$ cat src/rtl/pwm_gen_multi_pkg.sv
// pwm_gen_multi_pkg: carrier direction and deadtime state encodings plus default widths
// shared by pwm_gen_multi and pwm_deadtime.
package pwm_gen_multi_pkg;
    localparam int DEF_N_CH = 3;
    localparam int DEF_CW   = 8;
    localparam int DEF_DT_W = 6;
    typedef enum logic {DIR_UP = 1'b0, DIR_DOWN = 1'b1} dir_t;
    typedef enum logic [1:0] {IDLE_LO = 2'd0, DT_WAIT = 2'd1, ON_HI = 2'd2, ON_LO = 2'd3} dt_state_t;
endpackage

$ cat src/rtl/pwm_deadtime.sv
// pwm_deadtime: one gate-leg deadtime inserter; both sides stay off until raw has been
// stable for dt sys_ce cycles, so a raw pulse shorter than dt is swallowed.
module pwm_deadtime
    import pwm_gen_multi_pkg::*;
#(
    parameter int DT_W = DEF_DT_W
) (
    input  logic            sys_clk,
    input  logic            sys_rst_n,
    input  logic            sys_ce,
    input  logic            en,
    input  logic            raw,
    input  logic [DT_W-1:0] dt,
    output logic            so_hi,
    output logic            so_lo
);
    dt_state_t state, state_nx;
    logic prev;
    logic [DT_W-1:0] cnt, run_len;

    // run_len: cycles raw held its current value before this one, saturating
    always_comb begin
        run_len = raw != prev ? '0 : &cnt ? cnt : cnt + DT_W'(1);
        state_nx = !en ? IDLE_LO : run_len < dt ? DT_WAIT : raw ? ON_HI : ON_LO;
    end

    always_ff @(posedge sys_clk) begin
        if (!sys_rst_n) begin
            state <= IDLE_LO;
            prev  <= 1'b0;
            cnt   <= '0;
        end else if (sys_ce) begin
            state <= state_nx;
            prev  <= raw;
            cnt   <= run_len;
        end
    end

    assign so_hi = state == ON_HI;
    assign so_lo = state == ON_LO;
endmodule

$ cat src/rtl/pwm_gen_multi.sv
// pwm_gen_multi: N_CH-channel triangle-carrier PWM with prescaler and valley-shadowed duties.
// Define PWM_DEADTIME_EN to add the dt port and per-channel pwm_deadtime insertion.
module pwm_gen_multi
    import pwm_gen_multi_pkg::*;
#(
    parameter int N_CH = DEF_N_CH,
`ifdef PWM_DEADTIME_EN
    parameter int DT_W = DEF_DT_W,
`endif
    parameter int CW   = DEF_CW
) (
    input  logic                sys_clk,
    input  logic                sys_rst_n,
    input  logic                sys_ce,
    input  logic                enable,
    input  logic [7:0]          divider,
    input  logic [CW-1:0]       carrier_max,
    input  logic [N_CH*CW-1:0]  duty,
    input  logic                duty_wr,
`ifdef PWM_DEADTIME_EN
    input  logic [DT_W-1:0]     dt,
`endif
    output logic [CW-1:0]       carrier,
    output logic                valley,
    output logic                peak,
    output logic [N_CH-1:0]     so_hi,
    output logic [N_CH-1:0]     so_lo
);
    logic run, run_q, start, tick, valley_ev, peak_ev, pend_flag;
    logic [7:0] pcnt;
    logic [CW-1:0] carrier_nx, a;
    dir_t dir, dir_nx;
    logic [N_CH*CW-1:0] pending, active;
    logic [N_CH-1:0] raw, raw_nx;

    assign run       = enable && carrier_max >= CW'(2);
    // first running cycle is treated as a valley so a restart picks up pending duties
    assign start     = run && !run_q;
    assign tick      = run && run_q && pcnt >= divider;
    assign valley_ev = start || (tick && carrier_nx == '0);
    assign peak_ev   = tick && carrier_nx == carrier_max;

    always_comb begin
        a = '0;
        raw_nx = '0;
        carrier_nx = carrier >= carrier_max ? carrier - CW'(1)
                   : (dir == DIR_UP || carrier == '0) ? carrier + CW'(1) : carrier - CW'(1);
        dir_nx = carrier_nx == carrier_max ? DIR_DOWN
               : carrier_nx == '0 ? DIR_UP
               : carrier >= carrier_max ? DIR_DOWN : dir;
        for (int k = 0; k < N_CH; k++) begin
            a = active[k*CW +: CW];
            raw_nx[k] = run && a != '0 && (a >= carrier_max || carrier < a);
        end
    end

    always_ff @(posedge sys_clk) begin
        if (!sys_rst_n) begin
            run_q     <= 1'b0;
            pcnt      <= '0;
            carrier   <= '0;
            dir       <= DIR_UP;
            pending   <= '0;
            active    <= '0;
            pend_flag <= 1'b0;
            raw       <= '0;
            valley    <= 1'b0;
            peak      <= 1'b0;
        end else begin
            valley <= sys_ce && valley_ev;
            peak   <= sys_ce && peak_ev;
            if (sys_ce) begin
                run_q <= run;
                raw   <= raw_nx;
                if (duty_wr) pending <= duty;
                // a write on the valley cycle stays pending while the old pending goes live
                pend_flag <= duty_wr || (pend_flag && !valley_ev);
                if (valley_ev && pend_flag) active <= pending;
                if (!run) begin
                    pcnt    <= '0;
                    carrier <= '0;
                    dir     <= DIR_UP;
                end else if (tick) begin
                    pcnt    <= '0;
                    carrier <= carrier_nx;
                    dir     <= dir_nx;
                end else if (run_q) begin
                    pcnt <= pcnt + 8'd1;
                end
            end
        end
    end

`ifdef PWM_DEADTIME_EN
    for (genvar g = 0; g < N_CH; g++) begin : g_dt
        pwm_deadtime #(.DT_W(DT_W)) u_dt (
            .sys_clk   (sys_clk),
            .sys_rst_n (sys_rst_n),
            .sys_ce    (sys_ce),
            .en        (run),
            .raw       (raw[g]),
            .dt        (dt),
            .so_hi     (so_hi[g]),
            .so_lo     (so_lo[g])
        );
    end
`else
    assign so_hi = raw;
    assign so_lo = ~raw & {N_CH{run_q}};
`endif
endmodule

$ cat config.mk
export PLATFORM = sky130hd
export DESIGN_NAME = pwm_gen_multi
export DESIGN_NICKNAME = d
export VERILOG_FILES = /design/src/rtl/pwm_gen_multi_pkg.sv /design/src/rtl/pwm_deadtime.sv /design/src/rtl/pwm_gen_multi.sv
export SDC_FILE = /design/constraint.sdc
export NUM_CORES = 1
export LEC_CHECK = 0
export CORE_MARGIN = 2
export CORE_UTILIZATION = 26
export CTS_CLUSTER_SIZE = 25
export DETAILED_ROUTE_END_ITERATION = 10
export GPL_TIMING_DRIVEN = 0
export PLACE_DENSITY = 0.4
export SKIP_LAST_GASP = 1
export SLEW_MARGIN = 20
export SYNTH_ARGS = -nofsm -noshare
export SYNTH_HDL_FRONTEND = slang
export SYNTH_SLANG_ARGS = --single-unit
$ cat constraint.sdc
create_clock -name sys_clk -period 3.7 [get_ports sys_clk]
set_input_delay 0.74 -clock sys_clk [delete_from_list [all_inputs] [get_ports sys_clk]]
set_output_delay 0.74 -clock sys_clk [all_outputs]
set_load 0.03 [all_outputs]
# After elaboration in Yosys (flattened, before gate mapping)
# Cells that the tools add are included.
# op_classes
add_sub_neg,3
magnitude_cmp,9
eq_ne,4
mux,12
bitwise,3
reduce_logical,34
# ops
cell,n
8-bit 2-to-1 mux,7
8-bit >= comparator,5
8-bit < comparator,3
8-bit nonzero test,3
"8-bit by 1-bit adder with 8-bit output, second input constant",2
1-bit logical AND,16
8-bit logical NOT,2
8-bit equality test,1
"8-bit by 2-bit >= comparator with 1-bit output, second input constant",1
2-bit AND reduction,4
"8-bit by 1-bit subtractor with 8-bit output, second input constant",1
1-bit logical OR,6
1-bit 2-to-1 mux,5
"4-bit by 1-bit inequality test with 1-bit output, second input constant",1
3-bit bitwise AND,1
"3-bit by 1-bit inequality test with 1-bit output, second input constant",1
3-bit NOT,1
3-bit AND reduction,1
1-bit logical NOT,2
"2-bit by 1-bit inequality test with 1-bit output, second input constant",1
1-bit NOT,1
# word_totals
ff_bits,72
out_inout_bits,16

# Depth between registers and ports, before layout
# Gate-level depths: netlist (run 1).
# logic_depth
depth_word,10
depth_mapped,14

# Worst setup path before layout (run 1)
# OpenSTA, ideal clock, no wires.
# synth_timing
kind,in2reg
from,input carrier_max[1]
to,register active[10]
path_stages,12
setup_time_ns,0.072
path_slack_ns,0.297
n_path_buf,2
arrival_time_ns,3.331
cell_sequence,inv_1 > ha_1 > or4_1 > a21oi_1 > o31ai_1 > or4_1 > a211oi_2 > a31o_1 > and3_4 > buf_6 > buf_12 > mux2i_1
# synth_between
elab_chain_len,8
word_cells_on_any_way,12
classes_between,order compare (2); mux (1); reduce/logical (9)
# synth_rtl
item,line_no,source
from (decl),pwm_gen_multi.sv:17,"input logic [CW-1:0] carrier_max,"
branches (longest 5 deep; another with 8-bit >= comparator),n/a,
1-bit logical OR *,pwm_gen_multi.sv:40,assign valley_ev = start || (tick && carrier_nx == '0);
1-bit logical AND *,pwm_gen_multi.sv:78,if (valley_ev && pend_flag) active <= pending;
2-bit AND reduction (no line) *,n/a,
to (signal assigned),pwm_gen_multi.sv:78,
to (decl),pwm_gen_multi.sv:33,"logic [N_CH*CW-1:0] pending, active;"
# Mark *: on every way between the ends.
# A chain may end at the register's enable or synchronous reset.

# Worst setup path in the final report (run 1)
# layout_timing
from,input carrier_max[2]
to,register active[22]
# The elaborated chain is that of the path after synthesis.

==> results of run 1 <==
[final timing paths]
| path | from | endpoint | slack (ps) |
|---|---|---|---|
| worst max-delay path | carrier_max[2] | active[22]$_SDFFE_PN0P_ | 130 |
| worst min-delay path | pending[12]$_SDFFE_PN0P_ | pending[12]$_SDFFE_PN0P_ | 450 |
| worst max register to register | carrier[0]$_SDFFE_PN0P_ | active[22]$_SDFFE_PN0P_ | 220 |
| worst min register to register | pending[12]$_SDFFE_PN0P_ | pending[12]$_SDFFE_PN0P_ | 450 |
[cell type report]
class / instances / share of cell area
Multi-Input combinational cell: 473 / 0.515
Sequential cell: 72 / 0.234
Timing Repair Buffer: 64 / 0.100
Tap cell: 234 / 0.0474
Clock buffer: 11 / 0.0393
Inverter: 45 / 0.0296
Buffer: 26 / 0.0221
Clock inverter: 4 / 0.0126
[worst min-delay path, delay by kind of cell (launching register included)]
family             cells  cell delay (ps)
DFF                    1              300
AOI/OAI and AO/OA      1               50
and+or+nand+nor        1               50
[sequential cells by signal, summed over array words and instances, names as in the netlist]
register and flops:
active 24, pending 24, carrier 8, pcnt 8
so_hi 3, dir 1, peak 1, pend_flag 1
run_q 1, valley 1
[kinds of logic after synthesis]
group                      after synthesis
xor gates and xnor gates                23
buffers and inverters                   72
AOI/OAI and AO/OA                      135
and+or+nand+nor                        224
DFF                                     72
muxes                                   26
adders and majority gates               65
[routing by layer]
metal	track usage	vias to the layer above	part of all wire
met2	0.272	90	0.48
met3	0.0258	21	0.035
met4	0.0600	0	0.022
met1	0.192	2076	0.47
met5	0	-	0
li1	-	2293	-
[timing repair]
action                                 in CTS  in global routing
setup buffers                               4                  2
setup endpoints to repair                  29                 22
endpoints found under the hold margin       0                  0
pin swaps                                   2                  3
gates resized for setup                    29                  7
gates cloned                                0                  0
[where the power goes]
group	total [W]	leakage, nW	internal, W	switching (W)
Clock	0.000956	0.156	0.000609	0.000347
Sequential	0.000801	0.584	0.000791	0.0000102
Combinational	0.000199	1.62	0.0000896	0.000110
[placed cells by master (no fill, tap or decap), types with 3 or more instances in the layout]
| cell type | synthesis | layout |
|---|---|---|
| o21a_1 | 9 | 9 |
| xnor2_1 | 15 | 15 |
| ha_1 | 65 | 65 |
| a21oi_1 | 51 | 48 |
| nand2b_1 | 7 | 7 |
| clkbuf_16 | 0 | 9 |
| mux2i_1 | 26 | 26 |
| buf_4 | 0 | 6 |
| a21boi_0 | 3 | 3 |
| or3_1 | 6 | 6 |
| a21oi_2 | 0 | 3 |
| a31oi_1 | 3 | 3 |
| inv_2 | 0 | 4 |
| nand3b_1 | 3 | 3 |
| o31ai_1 | 4 | 3 |
| nor3_1 | 4 | 4 |
| nand4_1 | 5 | 5 |
| dlygate4sd2_1 | 0 | 4 |
| dfxtp_1 | 72 | 70 |
| or4_4 | 2 | 3 |
| a22o_1 | 4 | 4 |
| a21o_1 | 4 | 4 |
| nor4_1 | 9 | 9 |
| o21ai_0 | 29 | 28 |
| nor2_1 | 39 | 39 |
| o31a_1 | 4 | 4 |
| xor2_1 | 8 | 8 |
| or4_1 | 4 | 3 |
| nand3_1 | 12 | 12 |
| inv_1 | 44 | 37 |
| clkdlybuf4s50_1 | 0 | 51 |
| clkbuf_1 | 19 | 20 |
| nor2b_1 | 5 | 5 |
| nand2_1 | 118 | 118 |
| o211ai_1 | 8 | 8 |
[stage by stage]
step / power, W / instances / utilization
2_1_floorplan: 0.000920 / 617 / -
3_3_place_gp: 0.00101 / 909 / 0.310
3_5_place_dp: 0.00102 / 909 / 0.311
4_1_cts: 0.00199 / 927 / 0.331
5_1_grt: 0.00204 / 929 / 0.332
6_report: 0.00196 / 929 / 0.332
==> metrics.yaml, run 1 <==
run_status:
  status: "finished clean"
detailed_routing:
  firstDrtPassIters: 4
  first_iter_violations: 195
  num_vias: 4480
  drc: 0
  wl_per_cell_um: 16.1
  wirelength_um: 15000
  routed_via_density: 4.82
  postRouteAntennaNets: 0
cts:
  cts_sinks: 72
  postCtsHoldBufs: 0
  cts_tree: "done"
  cts-root-buf: "clkbuf_16"
  ctsLongestPathBuffers: 2
  clock_latency_ps: 340
  cts-htree-levels: 3
  clk_pin_slew_ps: 60
  numCtsBuffers: 9
place:
  placed_cell_area_um2: 5770
  routabilityCongestion: 0.859
  dp_hpwl_um: 11400
  io_buffer_count: 58
  dpl_worst_slack_ps: -910
pwr:
  vdd_ir_drop_max_mv: 0.223
  p_per_area_nw_per_um2: 317
  p_leak_nw: 2.36
synth:
  ys_seq_area_frac: 0.295
  synth-compound-area-share: 0.171
  synth_top_cells_by_count: "nand2_1 (118), dfxtp_1 (72), ha_1 (65), a21oi_1 (51), inv_1 (44)"
  yosysMostFrequentCell: "nand2_1"
  yosys.area_share.simple: 0.209
  ys_seq_elements: 72
  synth_warnings: 0
  synthDistinctLibCells: 54
  syn_area_um2: 4890
  synth_fa_ha_area_frac: 0.166
  synth_edf_count: 0
  avgSynthCellArea_um2: 7.92
  synth_top_family_by_area: "simple AND/OR/NAND/NOR gates"
  synth_fp_nets: 727
  synthMuxAreaShare: 0.0532
  synth_top_area_cell: "dfxtp_1"
  synth_top_area_share: 0.295
  synthArstFlopShare: 0
  synthXorXnorAreaFrac: 0.0412
  synth-main-ff-cell: "dfxtp_1"
  synthCells: 617
  synth_area_leaders: "dfxtp_1 (29%), ha_1 (17%), nand2_1 (9.1%), mux2i_1 (5.3%), a21oi_1 (5.2%)"
floorplan:
  fp.dieArea_um2: 19900
  fp.dieW_um: 141
  start_util: 0.263
  placementRows: 50
  die_h_um: 141
  ios: 61
  core_area_um2: 18600
global_route:
  grt_max_degree: 15
  first_global_vias: 4538
  groute.usage.overall: 0.156
  grt_antenna_before_repair: 0
  grt_overflow: 0
  grt_pass1_wl_um: 24000
sta:
  fmax_mhz: 280
  tns_ps: 0
  fin_ws_ps: 130
  fin_skew_ps: 8.38
  slew_headroom: 0.518
  worst_hold_slack_ps: 454
  worst_pin_slew_ps: 723
  hold_viol_final: 0
  slew_viol_final: 0
  grt_setup_unrepaired: "false"
  final.min_clock_period_ps: 3570
  setup_violations: 0
  post-route-period-util: 0.965
final_layout:
  layout.nets: 801
  n_antenna_cell: 0
  final_area_um2: 6170
  multi_input_area_um2: 3180
  drive_gt1_frac: 0.0719
  filler_cell_count: 1996
  syn_to_final_growth_pct: 26.3
  regArea_um2: 1440
run:
  maxCapViolations: 0
worst_hold_path:
  hold_depth: 2
  min_path_type: "reg2reg"
critical_path:
  crit_fanout: 10
  slowest_stage: "or4_4"
  crit_type: "in2reg"
  crit_chain: "clkdlybuf4s15_2 -> inv_2 -> ha_1 -> or4_1 -> a21oi_2 -> o31ai_4 -> or4_4 -> a211oi_4 -> a31o_1 -> and3_4 -> buf_12 -> mux2i_1"
  cp.depth: 12
  cp.arrival_ps: 3830
  crit_buf_inv: 3
  ff2ff_path_depth: 12
  critPathRequiredTime_ps: 3960
  worstSetupEndpointType: "register"
  max_stage_delay_ps: 540
  cpLargestDelayFamily: "simple AND/OR/NAND/NOR gates"
  startpoint_type: "input pin"
No activity file was read; power rests on OpenSTA's default activity.
==> run 2, diff against run 1 <==
--- a/config.mk
+++ b/config.mk
@@ -6,11 +6,11 @@
 export NUM_CORES = 1
 export LEC_CHECK = 0
 export CORE_MARGIN = 2
-export CORE_UTILIZATION = 26
+export CORE_UTILIZATION = 57
 export CTS_CLUSTER_SIZE = 25
 export DETAILED_ROUTE_END_ITERATION = 10
 export GPL_TIMING_DRIVEN = 0
-export PLACE_DENSITY = 0.4
+export PLACE_DENSITY = 0.79
 export SKIP_LAST_GASP = 1
 export SLEW_MARGIN = 20
 export SYNTH_ARGS = -nofsm -noshare
==> metrics.yaml, run 2 (synthesis results as in run 1) <==
critical_path:
  crit_chain: "dlygate4sd2_1 -> inv_2 -> ha_1 -> or4_1 -> a21oi_2 -> o31ai_2 -> or4_1 -> a211oi_2 -> a31o_1 -> and3_4 -> buf_6 -> buf_12 -> mux2i_1"  # was clkdlybuf4s15_2 -> inv_2 -> ha_1 -> or4_1 -> a21oi_2 -> o31ai_4 -> or4_4 -> a211oi_4 -> a31o_1 -> and3_4 -> buf_12 -> mux2i_1
  crit_type: "in2reg"  # unchanged
  cp.arrival_ps: 3980  # was 3830 ps
  slowest_stage: "or4_1"  # was or4_4
  crit_fanout: 10  # unchanged
  critPathRequiredTime_ps: 3990  # was 3960 ps
  startpoint_type: "input pin"  # unchanged
  max_stage_delay_ps: 550  # was 540 ps
  crit_buf_inv: 4  # was 3
  cp_common_cell: "or4_1"
  cpLargestDelayFamily: "simple AND/OR/NAND/NOR gates"  # unchanged
  worstSetupEndpointType: "register"  # unchanged
detailed_routing:
  postRouteAntennaNets: 0  # unchanged
  num_vias: 4611  # was 4480
  wirelength_um: 12800  # was 15000 um
  firstDrtPassIters: 5  # was 4
  wl_per_cell_um: 16.0  # was 16.1 um
  first_iter_violations: 248  # was 195
  drc: 0  # unchanged
  routed_via_density: 5.77  # was 4.82
final_layout:
  final_core_util: 0.709  # was 0.332
  syn_to_final_growth_pct: 19.8  # was 26.3%
  filler_cell_count: 671  # was 1996
  layout.nets: 799  # was 801
  final_common_cell: "nand2_1"  # unchanged
  top_regs: "active (24), pending (24)"  # unchanged
  layout_common_cells: "nand2_1 (118), dfxtp_1 (72), ha_1 (65)"  # was nand2_1 (118), dfxtp_1 (70), ha_1 (65)
  fin_cells: 799  # was 929
  drive_gt1_frac: 0.0605  # was 0.0719
  n_antenna_cell: 0  # unchanged
sta:
  slew_viol_final: 0  # unchanged
  slew_headroom: 0.543  # was 0.518
  worst_hold_slack_ps: 456  # was 454 ps
  hold_viol_final: 0  # unchanged
  fin_ws_ps: 6.14  # was 130 ps
  worst_pin_slew_ps: 682  # was 723 ps
  post-route-period-util: 0.998  # was 0.965
  final.min_clock_period_ps: 3690  # was 3570 ps
  fmax_mhz: 271  # was 280 MHz
  grt_setup_unrepaired: "true"  # was false
  fin_skew_ps: 12.9  # was 8.38 ps
  setup_violations: 0  # unchanged
floorplan:
  die_h_um: 96.6  # was 141 um
  start_util: 0.592  # was 0.263
  fp.dieArea_um2: 9330  # was 19900 um^2
  placementRows: 33  # was 50
  core_area_um2: 8260  # was 18600 um^2
  ios: 61  # unchanged
  fp.dieW_um: 96.6  # was 141 um
cts:
  ctsLongestPathBuffers: 2  # unchanged
  clock_latency_ps: 360  # was 340 ps
  cts_sinks: 72  # unchanged
  clk_pin_slew_ps: 100  # was 60 ps
  numCtsBuffers: 9  # unchanged
  cts_tree: "done"  # unchanged
  postCtsHoldBufs: 0  # unchanged
  cts-root-buf: "clkbuf_8"  # was clkbuf_16
  cts-htree-levels: 3  # unchanged
place:
  io_buffer_count: 58  # unchanged
  dp_hpwl_um: 9750  # was 11400 um
  dp_cells: 780  # was 909
  dpl_worst_slack_ps: -729  # was -910 ps
  routabilityCongestion: 0.937  # was 0.859
global_route:
  grt_pass1_wl_um: 21500  # was 24000 um
  first_global_vias: 4639  # was 4538
  groute.usage.overall: 0.280  # was 0.156
  grt_overflow: 0  # unchanged
  grt_antenna_before_repair: 0  # unchanged
  grt_max_degree: 16  # was 15
run:
  maxCapViolations: 0  # unchanged
worst_hold_path:
  min_path_type: "reg2reg"  # unchanged
pwr:
  p_leak_nw: 2.29  # was 2.36 nW
  p_per_area_nw_per_um2: 286  # was 317 nW/um^2
  vdd_ir_drop_max_mv: 0.291  # was 0.223 mV
run_status:
  status: "finished clean"  # unchanged
==> run 2: power breakdown <==
group / switching (W) / total, W / internal, W
clock: 0.000351 / 0.000677 / 0.000326
combinational: 0.000105 / 0.000195 / 0.0000894
sequential: 0.0000107 / 0.000801 / 0.000790
==> run 2: per-layer routing <==
metal,GRT usage,vias up,share of wire
met5,0,-,0
met4,0.105,0,0.026
met3,0.0592,30,0.058
met2,0.467,141,0.47
met1,0.357,2144,0.45
li1,-,2296,-
==> run 2: what timing repair did <==
item / in CTS / in global routing
gates resized for setup: 14 / 4
pin swaps: 2 / 1
setup buffers: 2 / 1
setup endpoints to repair: 29 / 23
==> run 2: area by class of cell <==
cell class              count  area, um^2  area share
multi-input cells         473        3160       0.539
flip-flops and latches     72        1440       0.246
repair buffers             61         597       0.102
inverters                  45         178      0.0303
plain buffers              27         145      0.0248
well taps                 105         131      0.0224
clock buffers               9         124      0.0211
clock inverters             7        85.1      0.0145
==> run 2: final timing paths <==
| path | from | to | slack, ps | cells after the start |
|---|---|---|---|---|
| worst max-delay path | carrier_max[1] | active[12]$_SDFFE_PN0P_ | 6 | 13 |
| worst min-delay path | pending[3]$_SDFFE_PN0P_ | active[3]$_SDFFE_PN0P_ | 460 | 2 |
| worst max register to register | carrier[0]$_SDFFE_PN0P_ | active[12]$_SDFFE_PN0P_ | 130 | 13 |
| worst min register to register | pending[3]$_SDFFE_PN0P_ | active[3]$_SDFFE_PN0P_ | 460 | 2 |
==> run 2: worst reg2reg max path, cell delays in order, from the launching register on <==
cell,delay (ps)
dfxtp_1,420
buf_2,280
clkinvlp_4,260
ha_1,320
nand2b_1,150
a21oi_2,190
o31ai_2,150
or4_1,550
a211oi_2,290
a31o_1,210
and3_4,190
buf_6,140
buf_12,150
mux2i_1,200
==> run 2: through the flow <==
stage | TNS, ps | cell area (um^2) | total power [W]
3_3_place_gp | -18960 | 5600 | 0.00100
5_1_grt | -328 | 5860 | 0.00174
4_1_cts | 0 | 5840 | 0.00168
6_report | 0 | 5860 | 0.00167
3_5_place_dp | -20440 | 5600 | 0.00101
2_1_floorplan | 0 | 4890 | 0.000920
==> run 3, diff against run 2 <==
--- a/config.mk
+++ b/config.mk
@@ -5,7 +5,7 @@
 export SDC_FILE = /design/constraint.sdc
 export NUM_CORES = 1
 export LEC_CHECK = 0
-export CORE_MARGIN = 2
+export CORE_MARGIN = 8
 export CORE_UTILIZATION = 57
 export CTS_CLUSTER_SIZE = 25
 export DETAILED_ROUTE_END_ITERATION = 10
==> metrics.yaml, run 3 (synthesis results as in run 1) <==
floorplan:
  ios: 61  # unchanged
  fp.dieW_um: 109  # was 96.6 um
  start_util: 0.592  # unchanged
  fp.dieArea_um2: 11800  # was 9330 um^2
  placementRows: 33  # unchanged
  core_area_um2: 8260  # unchanged
  die_h_um: 109  # was 96.6 um
sta:
  slew_viol_final: 0  # unchanged
  hold_viol_final: 0  # unchanged
  tns_ps: 0  # unchanged
  post-route-period-util: 0.971  # was 0.998
  fin_skew_ps: 13.9  # was 12.9 ps
  fmax_mhz: 278  # was 271 MHz
  slew_headroom: 0.552  # was 0.543
  final.min_clock_period_ps: 3590  # was 3690 ps
  fin_ws_ps: 107  # was 6.14 ps
  setup_violations: 0  # unchanged
  grt_setup_unrepaired: "false"  # was true
  worst_pin_slew_ps: 669  # was 682 ps
worst_hold_path:
  min_path_type: "reg2reg"  # unchanged
  min-delay-start: "pending[3]$_SDFFE_PN0P_"  # unchanged
  hold_end: "pending[3]$_SDFFE_PN0P_"  # was active[3]$_SDFFE_PN0P_
  hold_depth: 2  # unchanged
detailed_routing:
  wl_per_cell_um: 16.9  # was 16.0 um
  routed.top_layer: "met4"  # unchanged
  num_vias: 4593  # was 4611
  met1Wirelength_um: 5990  # was 5720 um
  firstDrtPassIters: 5  # unchanged
  postRouteAntennaNets: 0  # unchanged
  drc: 0  # unchanged
  wl_met3_um: 884  # was 746 um
  wirelength_um: 13500  # was 12800 um
  first_iter_violations: 209  # was 248
  route.met2.wl_um: 6380  # was 5970 um
  routed_via_density: 5.75  # was 5.77
place:
  io_buffer_count: 58  # unchanged
  dpl_worst_slack_ps: -855  # was -729 ps
  placed_cell_area_um2: 5600  # unchanged
  dp_hpwl_um: 10300  # was 9750 um
  routabilityCongestion: 0.912  # was 0.937
critical_path:
  r2r_slack_ps: 140  # was 130 ps
  crit_fanout: 10  # unchanged
  ff2ff_path_depth: 13  # unchanged
  r2r-end: "active[20]$_SDFFE_PN0P_"  # was active[12]$_SDFFE_PN0P_
  cp.arrival_ps: 3870  # was 3980 ps
  worstSetupEndpointType: "register"  # unchanged
  critPathRequiredTime_ps: 3980  # was 3990 ps
  crit_start: "carrier_max[6]"  # was carrier_max[1]
  startpoint_type: "input pin"  # unchanged
  r2r_start: "carrier[0]$_SDFFE_PN0P_"  # unchanged
  crit_type: "in2reg"  # unchanged
global_route:
  grt_overflow: 0  # unchanged
  grt_max_degree: 16  # unchanged
  grt_antenna_before_repair: 0  # unchanged
  groute.usage.overall: 0.237  # was 0.280
  grt_pass1_wl_um: 22200  # was 21500 um
  first_global_vias: 4582  # was 4639
cts:
  clk_pin_slew_ps: 90  # was 100 ps
  ctsLongestPathBuffers: 2  # unchanged
  cts-root-buf: "clkbuf_8"  # unchanged
  cts_sinks: 72  # unchanged
  cts_tree: "done"  # unchanged
  clock_latency_ps: 360  # about the same
  cts-htree-levels: 3  # unchanged
  numCtsBuffers: 9  # unchanged
run:
  maxCapViolations: 0  # unchanged
pwr:
  pwr-share-clk: 0.404  # was 0.405
  sw_frac_of_total: 0.280  # was 0.279
  p_leak_nw: 2.31  # was 2.29 nW
  comb_power_share: 0.118  # was 0.117
  p_switching_w: 0.000468  # was 0.000467 W
  p_per_area_nw_per_um2: 284  # was 286 nW/um^2
  internal_power_w: 0.00120  # was 0.00121 W
  seq_power_share: 0.479  # about the same
  vdd_ir_drop_max_mv: 0.266  # was 0.291 mV
final_layout:
  filler_cell_count: 665  # was 671
  syn_to_final_growth_pct: 20.5  # was 19.8%
  final_area_um2: 5890  # was 5860 um^2
  n_antenna_cell: 0  # unchanged
  final_common_cell: "nand2_1"  # unchanged
  drive_gt1_frac: 0.0735  # was 0.0605
  layout_common_cells: "nand2_1 (118), dfxtp_1 (72), ha_1 (65)"  # unchanged
  final_core_util: 0.713  # was 0.709
  layout.nets: 799  # unchanged
  top_regs: "active (24), pending (24)"  # unchanged
run_status:
  status: "finished clean"  # unchanged
==> run 3: routing by layer <==
metal	vias up	track usage
li1	2288	-
met1	2140	0.301
met2	143	0.393
met3	22	0.0452
met4	0	0.0802
met5	-	0
==> run 3: layout make-up <==
class,count,area [um^2],area share
Clock buffer,9,124,0.0210
Buffer,27,146,0.0249
Timing Repair Buffer,61,583,0.0990
Inverter,45,178,0.0302
Multi-Input combinational cell,473,3200,0.544
Tap cell,105,131,0.0223
Clock inverter,7,85.1,0.0144
Sequential cell,72,1440,0.245
==> run 3: how the worst max path moves through the flow <==
stage                                    endpoint  slack (ps)
after floorplan           active[10]$_SDFFE_PN0P_         300
after global routing      active[16]$_SDFFE_PN0P_          20
after global placement     active[7]$_SDFFE_PN0P_        -730
after detailed placement   active[5]$_SDFFE_PN0P_        -850
final                     active[20]$_SDFFE_PN0P_         110
after CTS                 active[20]$_SDFFE_PN0P_           3
==> run 3: timing repair <==
action,CTS,global route
setup endpoints to repair,31,27
setup buffers,1,2
gates resized for setup,23,16
pin swaps,2,3
hold buffers,0,0
==> run 3: metrics by stage <==
step,hold slack (ps),power (W),cells
after floorplan,437,0.000920,617
after global placement,444,0.00100,780
after detailed placement,448,0.00101,780
after CTS,461,0.00167,797
after global routing,477,0.00174,799
final,462,0.00167,799
==> run 3: power groups by stage <==
stage / combinational [W] / sequential (W) / clock, W
final: 0.000197 / 0.000801 / 0.000675
after global routing: 0.000219 / 0.000802 / 0.000717
after CTS: 0.000194 / 0.000800 / 0.000678
after detailed placement: 0.000192 / 0.000818 / 0
after global placement: 0.000185 / 0.000817 / 0
after floorplan: 0.000104 / 0.000816 / 0
==> run 3: critical path: stages <==
cell and delay [ps]:
dlygate4sd2_1 360, clkinv_4 170, ha_1 340, a21o_1 210, a21oi_4 160, o31ai_4 130, or4_4 540, a211oi_4 290
a31o_1 250, and3_4 200, buf_6 150, buf_12 150, mux2i_1 180
